**src/rtl/axi_up_pkg.sv**
```systemverilog
// Shared types and constants for the AXI4-Lite to up_* bridge.
// Response codes, per-channel state encoding and the read data returned on timeout.
package axi_up_pkg;

  localparam logic [1:0]  AXI_RESP_OKAY    = 2'b00;
  localparam logic [1:0]  AXI_RESP_SLVERR  = 2'b10;
  localparam logic [31:0] UP_TIMEOUT_RDATA = 32'hDEAD_DEAD;

  typedef enum logic [1:0] {
    IDLE = 2'd0,
    REQ  = 2'd1,
    WAIT = 2'd2,
    RESP = 2'd3
  } chan_state_t;

endpackage

```
**src/rtl/axi_lite_up_bridge_if.sv**
```systemverilog
// AXI4-Lite slave channels plus the up_* request/ack bus as seen by the bridge.
// slave = bridge view; master = CPU and peripheral side view.
interface axi_lite_up_bridge_if #(
  parameter int ADDRESS_WIDTH = 14
);

  logic                     s_axi_awvalid;
  logic                     s_axi_awready;
  logic [ADDRESS_WIDTH+1:0] s_axi_awaddr;
  logic                     s_axi_wvalid;
  logic                     s_axi_wready;
  logic [31:0]              s_axi_wdata;
  logic [3:0]               s_axi_wstrb;
  logic                     s_axi_bvalid;
  logic                     s_axi_bready;
  logic [1:0]               s_axi_bresp;
  logic                     s_axi_arvalid;
  logic                     s_axi_arready;
  logic [ADDRESS_WIDTH+1:0] s_axi_araddr;
  logic                     s_axi_rvalid;
  logic                     s_axi_rready;
  logic [31:0]              s_axi_rdata;
  logic [1:0]               s_axi_rresp;

  logic                     up_wreq;
  logic [ADDRESS_WIDTH-1:0] up_waddr;
  logic [31:0]              up_wdata;
  logic                     up_wack;
  logic                     up_rreq;
  logic [ADDRESS_WIDTH-1:0] up_raddr;
  logic [31:0]              up_rdata;
  logic                     up_rack;

  modport slave (
    input  s_axi_awvalid, s_axi_awaddr, s_axi_wvalid, s_axi_wdata, s_axi_wstrb,
    input  s_axi_bready, s_axi_arvalid, s_axi_araddr, s_axi_rready,
    input  up_wack, up_rdata, up_rack,
    output s_axi_awready, s_axi_wready, s_axi_bvalid, s_axi_bresp,
    output s_axi_arready, s_axi_rvalid, s_axi_rdata, s_axi_rresp,
    output up_wreq, up_waddr, up_wdata, up_rreq, up_raddr
  );

  modport master (
    output s_axi_awvalid, s_axi_awaddr, s_axi_wvalid, s_axi_wdata, s_axi_wstrb,
    output s_axi_bready, s_axi_arvalid, s_axi_araddr, s_axi_rready,
    output up_wack, up_rdata, up_rack,
    input  s_axi_awready, s_axi_wready, s_axi_bvalid, s_axi_bresp,
    input  s_axi_arready, s_axi_rvalid, s_axi_rdata, s_axi_rresp,
    input  up_wreq, up_waddr, up_wdata, up_rreq, up_raddr
  );

endinterface

```
**src/rtl/up_req_timer.sv**
```systemverilog
// One-cycle up_* request pulse, then wait for ack or give up after TIMEOUT_CYCLES; req one cycle after start.
// No backpressure: done pulses for one cycle, the owner must be ready to take it.
module up_req_timer #(
  parameter int TIMEOUT_CYCLES = 255
) (
  input  logic up_clk,
  input  logic up_rst,
  input  logic start,
  input  logic ack,
  output logic req,
  output logic done,
  output logic timed_out
);

  localparam int CW = $clog2(TIMEOUT_CYCLES + 1);

  logic          req_q;
  logic          wait_q;
  logic [CW-1:0] cnt_q;
  logic          at_limit;

  assign at_limit  = (cnt_q == CW'(TIMEOUT_CYCLES));
  assign req       = req_q;
  // An ack in the same cycle as the limit still counts as a successful access.
  assign done      = (req_q && ack) || (wait_q && (ack || at_limit));
  assign timed_out = wait_q && !ack && at_limit;

  always_ff @(posedge up_clk) begin
    if (up_rst) begin
      req_q  <= 1'b0;
      wait_q <= 1'b0;
      cnt_q  <= '0;
    end else begin
      req_q <= start;
      if (req_q) begin
        wait_q <= !ack;
        cnt_q  <= '0;
      end else if (done) begin
        wait_q <= 1'b0;
      end else if (wait_q && !at_limit) begin
        cnt_q <= cnt_q + 1'b1;
      end
    end
  end

endmodule

```
**src/rtl/axi_lite_up_bridge.sv**
```systemverilog
// AXI4-Lite slave to up_* bus bridge; one access per channel, response 3 cycles after handshake with a registered ack.
// B/R responses hold until bready/rready; no new address is accepted until the response handshake completes.
module axi_lite_up_bridge
  import axi_up_pkg::*;
#(
  parameter int ADDRESS_WIDTH  = 14,
  parameter int TIMEOUT_CYCLES = 255
) (
  input  logic                 up_clk,
  input  logic                 up_rst,
  axi_lite_up_bridge_if.slave  bus
);

  chan_state_t              w_state, w_state_nxt;
  chan_state_t              r_state, r_state_nxt;
  logic                     w_hs, w_strb_ok, w_start, w_req, w_done, w_timed_out;
  logic                     r_hs, r_start, r_req, r_done, r_timed_out;
  logic [ADDRESS_WIDTH-1:0] waddr_q, raddr_q;
  logic [31:0]              wdata_q, rdata_q;
  logic [1:0]               bresp_q, rresp_q;

  // Write channel: AW and W are taken together so address and data stay paired.
  assign w_hs      = (w_state == IDLE) && bus.s_axi_awvalid && bus.s_axi_wvalid;
  assign w_strb_ok = (bus.s_axi_wstrb == 4'hF);
  assign w_start   = w_hs && w_strb_ok;

  assign bus.s_axi_awready = w_hs;
  assign bus.s_axi_wready  = w_hs;
  assign bus.s_axi_bvalid  = (w_state == RESP);
  assign bus.s_axi_bresp   = bresp_q;
  assign bus.up_wreq       = w_req;
  assign bus.up_waddr      = waddr_q;
  assign bus.up_wdata      = wdata_q;

  up_req_timer #(.TIMEOUT_CYCLES(TIMEOUT_CYCLES)) u_wtimer (
    .up_clk    (up_clk),
    .up_rst    (up_rst),
    .start     (w_start),
    .ack       (bus.up_wack),
    .req       (w_req),
    .done      (w_done),
    .timed_out (w_timed_out)
  );

  always_ff @(posedge up_clk) begin
    if (up_rst) w_state <= IDLE;
    else        w_state <= w_state_nxt;
  end

  always_comb begin
    w_state_nxt = w_state;
    case (w_state)
      IDLE:      if (w_hs) w_state_nxt = w_strb_ok ? REQ : RESP;
      REQ, WAIT: w_state_nxt = w_done ? RESP : WAIT;
      RESP:      if (bus.s_axi_bready) w_state_nxt = IDLE;
      default:   w_state_nxt = IDLE;
    endcase
  end

  always_ff @(posedge up_clk) begin
    if (up_rst) begin
      waddr_q <= '0;
      wdata_q <= '0;
      bresp_q <= AXI_RESP_OKAY;
    end else begin
      if (w_hs) begin
        waddr_q <= bus.s_axi_awaddr[ADDRESS_WIDTH+1:2];
        wdata_q <= bus.s_axi_wdata;
      end
      if (w_hs && !w_strb_ok)
        bresp_q <= AXI_RESP_SLVERR;
      else if (w_done)
        bresp_q <= w_timed_out ? AXI_RESP_SLVERR : AXI_RESP_OKAY;
    end
  end

  // Read channel
  assign r_hs    = (r_state == IDLE) && bus.s_axi_arvalid;
  assign r_start = r_hs;

  assign bus.s_axi_arready = r_hs;
  assign bus.s_axi_rvalid  = (r_state == RESP);
  assign bus.s_axi_rresp   = rresp_q;
  assign bus.s_axi_rdata   = rdata_q;
  assign bus.up_rreq       = r_req;
  assign bus.up_raddr      = raddr_q;

  up_req_timer #(.TIMEOUT_CYCLES(TIMEOUT_CYCLES)) u_rtimer (
    .up_clk    (up_clk),
    .up_rst    (up_rst),
    .start     (r_start),
    .ack       (bus.up_rack),
    .req       (r_req),
    .done      (r_done),
    .timed_out (r_timed_out)
  );

  always_ff @(posedge up_clk) begin
    if (up_rst) r_state <= IDLE;
    else        r_state <= r_state_nxt;
  end

  always_comb begin
    r_state_nxt = r_state;
    case (r_state)
      IDLE:      if (r_hs) r_state_nxt = REQ;
      REQ, WAIT: r_state_nxt = r_done ? RESP : WAIT;
      RESP:      if (bus.s_axi_rready) r_state_nxt = IDLE;
      default:   r_state_nxt = IDLE;
    endcase
  end

  always_ff @(posedge up_clk) begin
    if (up_rst) begin
      raddr_q <= '0;
      rdata_q <= '0;
      rresp_q <= AXI_RESP_OKAY;
    end else begin
      if (r_hs)
        raddr_q <= bus.s_axi_araddr[ADDRESS_WIDTH+1:2];
      if (r_done) begin
        rdata_q <= r_timed_out ? UP_TIMEOUT_RDATA : bus.up_rdata;
        rresp_q <= r_timed_out ? AXI_RESP_SLVERR : AXI_RESP_OKAY;
      end
    end
  end

endmodule

```
**src/flat_wrapper.sv**
```systemverilog
// flat-port wrapper written by rule: the top's interface ports become plain ports
module axi_lite_up_bridge_flat import axi_up_pkg::*;
#(
  parameter int ADDRESS_WIDTH  = 14,
  parameter int TIMEOUT_CYCLES = 255
)
  (up_clk, up_rst, bus_s_axi_awvalid, bus_s_axi_awaddr, bus_s_axi_wvalid, bus_s_axi_wdata, bus_s_axi_wstrb, bus_s_axi_bready, bus_s_axi_arvalid, bus_s_axi_araddr, bus_s_axi_rready, bus_up_wack, bus_up_rdata, bus_up_rack, bus_s_axi_awready, bus_s_axi_wready, bus_s_axi_bvalid, bus_s_axi_bresp, bus_s_axi_arready, bus_s_axi_rvalid, bus_s_axi_rdata, bus_s_axi_rresp, bus_up_wreq, bus_up_waddr, bus_up_wdata, bus_up_rreq, bus_up_raddr);
  axi_lite_up_bridge_if #(.ADDRESS_WIDTH(ADDRESS_WIDTH)) bus_i ();
  input  logic up_clk;
  input  logic up_rst;
  input wire logic [$bits(bus_i.s_axi_awvalid)-1:0] bus_s_axi_awvalid;
  input wire logic [$bits(bus_i.s_axi_awaddr)-1:0] bus_s_axi_awaddr;
  input wire logic [$bits(bus_i.s_axi_wvalid)-1:0] bus_s_axi_wvalid;
  input wire logic [$bits(bus_i.s_axi_wdata)-1:0] bus_s_axi_wdata;
  input wire logic [$bits(bus_i.s_axi_wstrb)-1:0] bus_s_axi_wstrb;
  input wire logic [$bits(bus_i.s_axi_bready)-1:0] bus_s_axi_bready;
  input wire logic [$bits(bus_i.s_axi_arvalid)-1:0] bus_s_axi_arvalid;
  input wire logic [$bits(bus_i.s_axi_araddr)-1:0] bus_s_axi_araddr;
  input wire logic [$bits(bus_i.s_axi_rready)-1:0] bus_s_axi_rready;
  input wire logic [$bits(bus_i.up_wack)-1:0] bus_up_wack;
  input wire logic [$bits(bus_i.up_rdata)-1:0] bus_up_rdata;
  input wire logic [$bits(bus_i.up_rack)-1:0] bus_up_rack;
  output wire logic [$bits(bus_i.s_axi_awready)-1:0] bus_s_axi_awready;
  output wire logic [$bits(bus_i.s_axi_wready)-1:0] bus_s_axi_wready;
  output wire logic [$bits(bus_i.s_axi_bvalid)-1:0] bus_s_axi_bvalid;
  output wire logic [$bits(bus_i.s_axi_bresp)-1:0] bus_s_axi_bresp;
  output wire logic [$bits(bus_i.s_axi_arready)-1:0] bus_s_axi_arready;
  output wire logic [$bits(bus_i.s_axi_rvalid)-1:0] bus_s_axi_rvalid;
  output wire logic [$bits(bus_i.s_axi_rdata)-1:0] bus_s_axi_rdata;
  output wire logic [$bits(bus_i.s_axi_rresp)-1:0] bus_s_axi_rresp;
  output wire logic [$bits(bus_i.up_wreq)-1:0] bus_up_wreq;
  output wire logic [$bits(bus_i.up_waddr)-1:0] bus_up_waddr;
  output wire logic [$bits(bus_i.up_wdata)-1:0] bus_up_wdata;
  output wire logic [$bits(bus_i.up_rreq)-1:0] bus_up_rreq;
  output wire logic [$bits(bus_i.up_raddr)-1:0] bus_up_raddr;
  assign bus_i.s_axi_awvalid = bus_s_axi_awvalid;
  assign bus_i.s_axi_awaddr = bus_s_axi_awaddr;
  assign bus_i.s_axi_wvalid = bus_s_axi_wvalid;
  assign bus_i.s_axi_wdata = bus_s_axi_wdata;
  assign bus_i.s_axi_wstrb = bus_s_axi_wstrb;
  assign bus_i.s_axi_bready = bus_s_axi_bready;
  assign bus_i.s_axi_arvalid = bus_s_axi_arvalid;
  assign bus_i.s_axi_araddr = bus_s_axi_araddr;
  assign bus_i.s_axi_rready = bus_s_axi_rready;
  assign bus_i.up_wack = bus_up_wack;
  assign bus_i.up_rdata = bus_up_rdata;
  assign bus_i.up_rack = bus_up_rack;
  assign bus_s_axi_awready = bus_i.s_axi_awready;
  assign bus_s_axi_wready = bus_i.s_axi_wready;
  assign bus_s_axi_bvalid = bus_i.s_axi_bvalid;
  assign bus_s_axi_bresp = bus_i.s_axi_bresp;
  assign bus_s_axi_arready = bus_i.s_axi_arready;
  assign bus_s_axi_rvalid = bus_i.s_axi_rvalid;
  assign bus_s_axi_rdata = bus_i.s_axi_rdata;
  assign bus_s_axi_rresp = bus_i.s_axi_rresp;
  assign bus_up_wreq = bus_i.up_wreq;
  assign bus_up_waddr = bus_i.up_waddr;
  assign bus_up_wdata = bus_i.up_wdata;
  assign bus_up_rreq = bus_i.up_rreq;
  assign bus_up_raddr = bus_i.up_raddr;
  axi_lite_up_bridge #(.ADDRESS_WIDTH(ADDRESS_WIDTH), .TIMEOUT_CYCLES(TIMEOUT_CYCLES)) u_core (.up_clk(up_clk), .up_rst(up_rst), .bus(bus_i));
endmodule
```
**config.mk**
```make
export PLATFORM = sky130hd
export DESIGN_NAME = axi_lite_up_bridge_flat
export DESIGN_NICKNAME = d
export VERILOG_FILES = /design/src/rtl/axi_up_pkg.sv /design/src/rtl/axi_lite_up_bridge_if.sv /design/src/rtl/up_req_timer.sv /design/src/rtl/axi_lite_up_bridge.sv /design/src/flat_wrapper.sv
export SDC_FILE = /design/constraint.sdc
export NUM_CORES = 1
export LEC_CHECK = 0
export CAP_MARGIN = 20
export CORE_UTILIZATION = 25
export CTS_CLUSTER_DIAMETER = 40
export DETAILED_ROUTE_END_ITERATION = 10
export PLACE_DENSITY_LB_ADDON = 0.08
export SLEW_MARGIN = 20
export SYNTH_ARGS = -nofsm -noshare
export SYNTH_HDL_FRONTEND = slang
export SYNTH_HIERARCHICAL = 1
export SYNTH_SLANG_ARGS = --single-unit
```
**constraint.sdc**
```tcl
create_clock -name up_clk -period 4.4 [get_ports up_clk]
set_input_delay 0.66 -clock up_clk [delete_from_list [all_inputs] [get_ports up_clk]]
set_output_delay 0.66 -clock up_clk [all_outputs]
set_load 0.01 [all_outputs]
```
==> impl_results.md <==
* Startpoint Class: primary input
* Yosys cell types at 40
* Asr flop ratio synth at 0%
* Layout cells sized above 1 at 6.343%
* Hold Crit Class: flop to flop
* Worst-path clk slew at 50 ps
* NumNets Final at 844
* Cells after Synth at 535
* Rel. slew slack at 44.69%
* Total CTS buffers at 17
* Core area at 17960 um^2
* Unrepaired setup endpoints after global routing: false
* Post-CTS Setup Inserts at 0
* Final WL at 13480 um
* Gr usage total at 14.65%
* Final Hold Slack at 451.5 ps
* Detailed Place HPWL at 9020 um
* Clock Latency Late Sink at 410 ps
* Register area share after synthesis at 51.56%
* Actual slew at the worst max-slew pin at 829.6 ps
* Syn Area/Cell at 8.564 um^2
* Final slew viol count at 0
* Status: completed
* Initial core utilization at 25.51%
* I/O Pins at 212
* Final hold violations at 0
* Main synth FF type: dfxtp_1
* R2r setup slk at 1930 ps
* Total global routing overflow at 0
* Die Width at 137.4 um
* H-tree depth at 4
* Max VDD drop at 0.0002528 V
* Post-route ant nets at 0
* Clk sink count at 118
* Cell Pwr Density at 476.0 nW/um^2
* Hold buffers post-CTS at 0
* Synth-to-Final Area Change at 60.92%
* Via count of the first global-routing pass at 4083
* Largest net degree at the start of global routing at 106
* Fmax at 317.9 MHz
* Routing usage on met1 at 17.55%
* Setup TNS at 0 ps
* Die height at 137.4 um
* CTS tree: done
* Row count at 49
* Met3 usage at 6.071%
* Root Buffer: clkbuf_16
* Yosys warns at 6
* Die area at 18870 um^2
* Largest area contributor in the netlist: dfxtp_1
* Final setup vio count at 0
* Vias at 4306
* Wire per inst at 13.89 um
* Met2 Use GR at 22.59%
* Most used routing layer: met2
* Detailed Routing Iterations Pass 1 at 4
* N_diodes at 0
* Tcrit/Tclk final at 71.49%
* Critical-path maximum fanout at 30
* RD Place Congestion at 0.7430
* WP data arrival at 2490 ps
* Post-synth EDFFs at 0
* Max capacitance violation total at 0
* Setup CP Type: primary input to primary output
* Skew final at 6.880 ps
* Leakage dissipation at 0.002629 uW
* Mapped cell area at 4582 um^2
* PortBufs at 205
* Post-synth top area share at 51.56%
* Initial antenna violation count at 0
* Synthesis-stage register bit count at 118
* Top post-synthesis cells by area: dfxtp_1 52%, nand2_1 10%, a21oi_1 9.0%, nor2_1 4.2%, o22ai_1 3.0%
* Max Root-Sink Buffers at 2
* Fillers at 1762
* Critical path endpoint category: primary output
* DR DRC count at 0
* WP data required at 3740 ps
* First-pass GRT wire length at 20970 um
* First DRT Iteration DRCs at 126
* Vias per cell at 4.439
* CTS resizes at 0
* Fin crit period at 3145 ps
* Final core utilization at 41.05%
## path summary, 6_finish.rpt
path | endpoint | cells after the start | from
worst max-delay path | bus_s_axi_awready | 4 | bus_s_axi_awvalid
worst min-delay path | u_core/bus.up_raddr[7] | 2 | u_core/bus.up_raddr[7]
worst max register to register | u_core/bus.s_axi_rdata[20] | 7 | u_core/u_rtimer/cnt_q[4]
worst min register to register | u_core/bus.up_raddr[7] | 2 | u_core/bus.up_raddr[7]
## synthesized netlist by cell type, drive strengths merged (3+ instances only)
cell and n:
a21oi 82, xnor2 8, nand3 5, clkbuf 7, o21ai 4, o22ai 22
nor2 51, nand2 127, a2111oi 3, or2 3, nor3 5, buf 29
nor2b 18, inv 6, dfxtp 118, nand2b 6, ha 6, xor2 4
a211oi 6, mux2i 5, nand4 3
## report_power, final
group          leakage (uW)  internal [uW]  total (uW)  switching, uW
registers          0.000960           1190        1250           62.4
logic               0.00136            405         775            369
clock network      0.000305           1000        1490            483
## logic make-up (layout without fill, tap and decap cells)
| group | Yosys count | after routing | synth area share, % |
|---|---|---|---|
| buffers and inverters | 42 | 247 | 5.407 |
| xor gates and xnor gates | 12 | 12 | 2.294 |
| DFF | 118 | 118 | 51.56 |
| other | 1 | 2 | 0.08184 |
| muxes | 5 | 5 | 1.092 |
| adders and majority gates | 6 | 6 | 1.638 |
| AOI/OAI and AO/OA | 124 | 124 | 16.06 |
| and+or+nand+nor | 227 | 227 | 21.87 |
## worst max-delay path, cell delays in order
cell and delay (ps):
clkdlybuf4s50_1 520, nand3_2 100, inv_2 520, clkdlybuf4s50_1 660
## sequential cells by signal, summed over array words and instances, names as in the netlist
register / count
u_core/bus.s_axi_rdata: 32
u_core/bus.up_wdata: 32
u_core/bus.up_raddr: 14
u_core/bus.up_waddr: 14
u_core/u_rtimer/cnt_q: 8
u_core/u_wtimer/cnt_q: 8
u_core/r_state: 2
u_core/w_state: 2
u_core/bus.s_axi_bresp: 1
u_core/bus.s_axi_rresp: 1
u_core/u_rtimer/req: 1
u_core/u_rtimer/wait_q: 1
u_core/u_wtimer/req: 1
u_core/u_wtimer/wait_q: 1
## through the flow
step | std cells | worst slack, ps | cell area, um^2 | power, uW
floorplan | 536 | 2585 | 4586 | 1662
global placement | 939 | 1260 | 6736 | 2039
detailed placement | 939 | 1263 | 6736 | 2054
CTS | 970 | 1257 | 7370 | 3578
global route | 970 | 1159 | 7373 | 3710
finish | 970 | 1255 | 7373 | 3510
## cell type report
type / count / area (um^2) / area share [%]
flip-flops and latches: 118 / 2362 / 32.04
clock inverters: 8 / 145.1 / 1.968
well taps: 229 / 286.5 / 3.886
repair buffers: 210 / 2091 / 28.36
inverters: 6 / 22.52 / 0.3054
multi-input cells: 376 / 1978 / 26.83
clock buffers: 23 / 488.0 / 6.618
## routing by layer
layer	share of wire, %	vias up
met1	43	1966
met2	46	146
li1	-	2175
met5	0	-
met3	9.3	19
met4	2.0	0
## cell usage in the layout, fill, tap and decap left out, types with 8 or more instances in the layout
| cell | instances |
|---|---|
| clkdlybuf4s50_1 | 204 |
| nand2_1 | 127 |
| dfxtp_1 | 118 |
| a21oi_1 | 82 |
| nor2_1 | 50 |
| o22ai_1 | 22 |
| nor2b_1 | 18 |
| clkbuf_16 | 17 |
| xnor2_1 | 8 |
(Power assumes the default switching activity.)
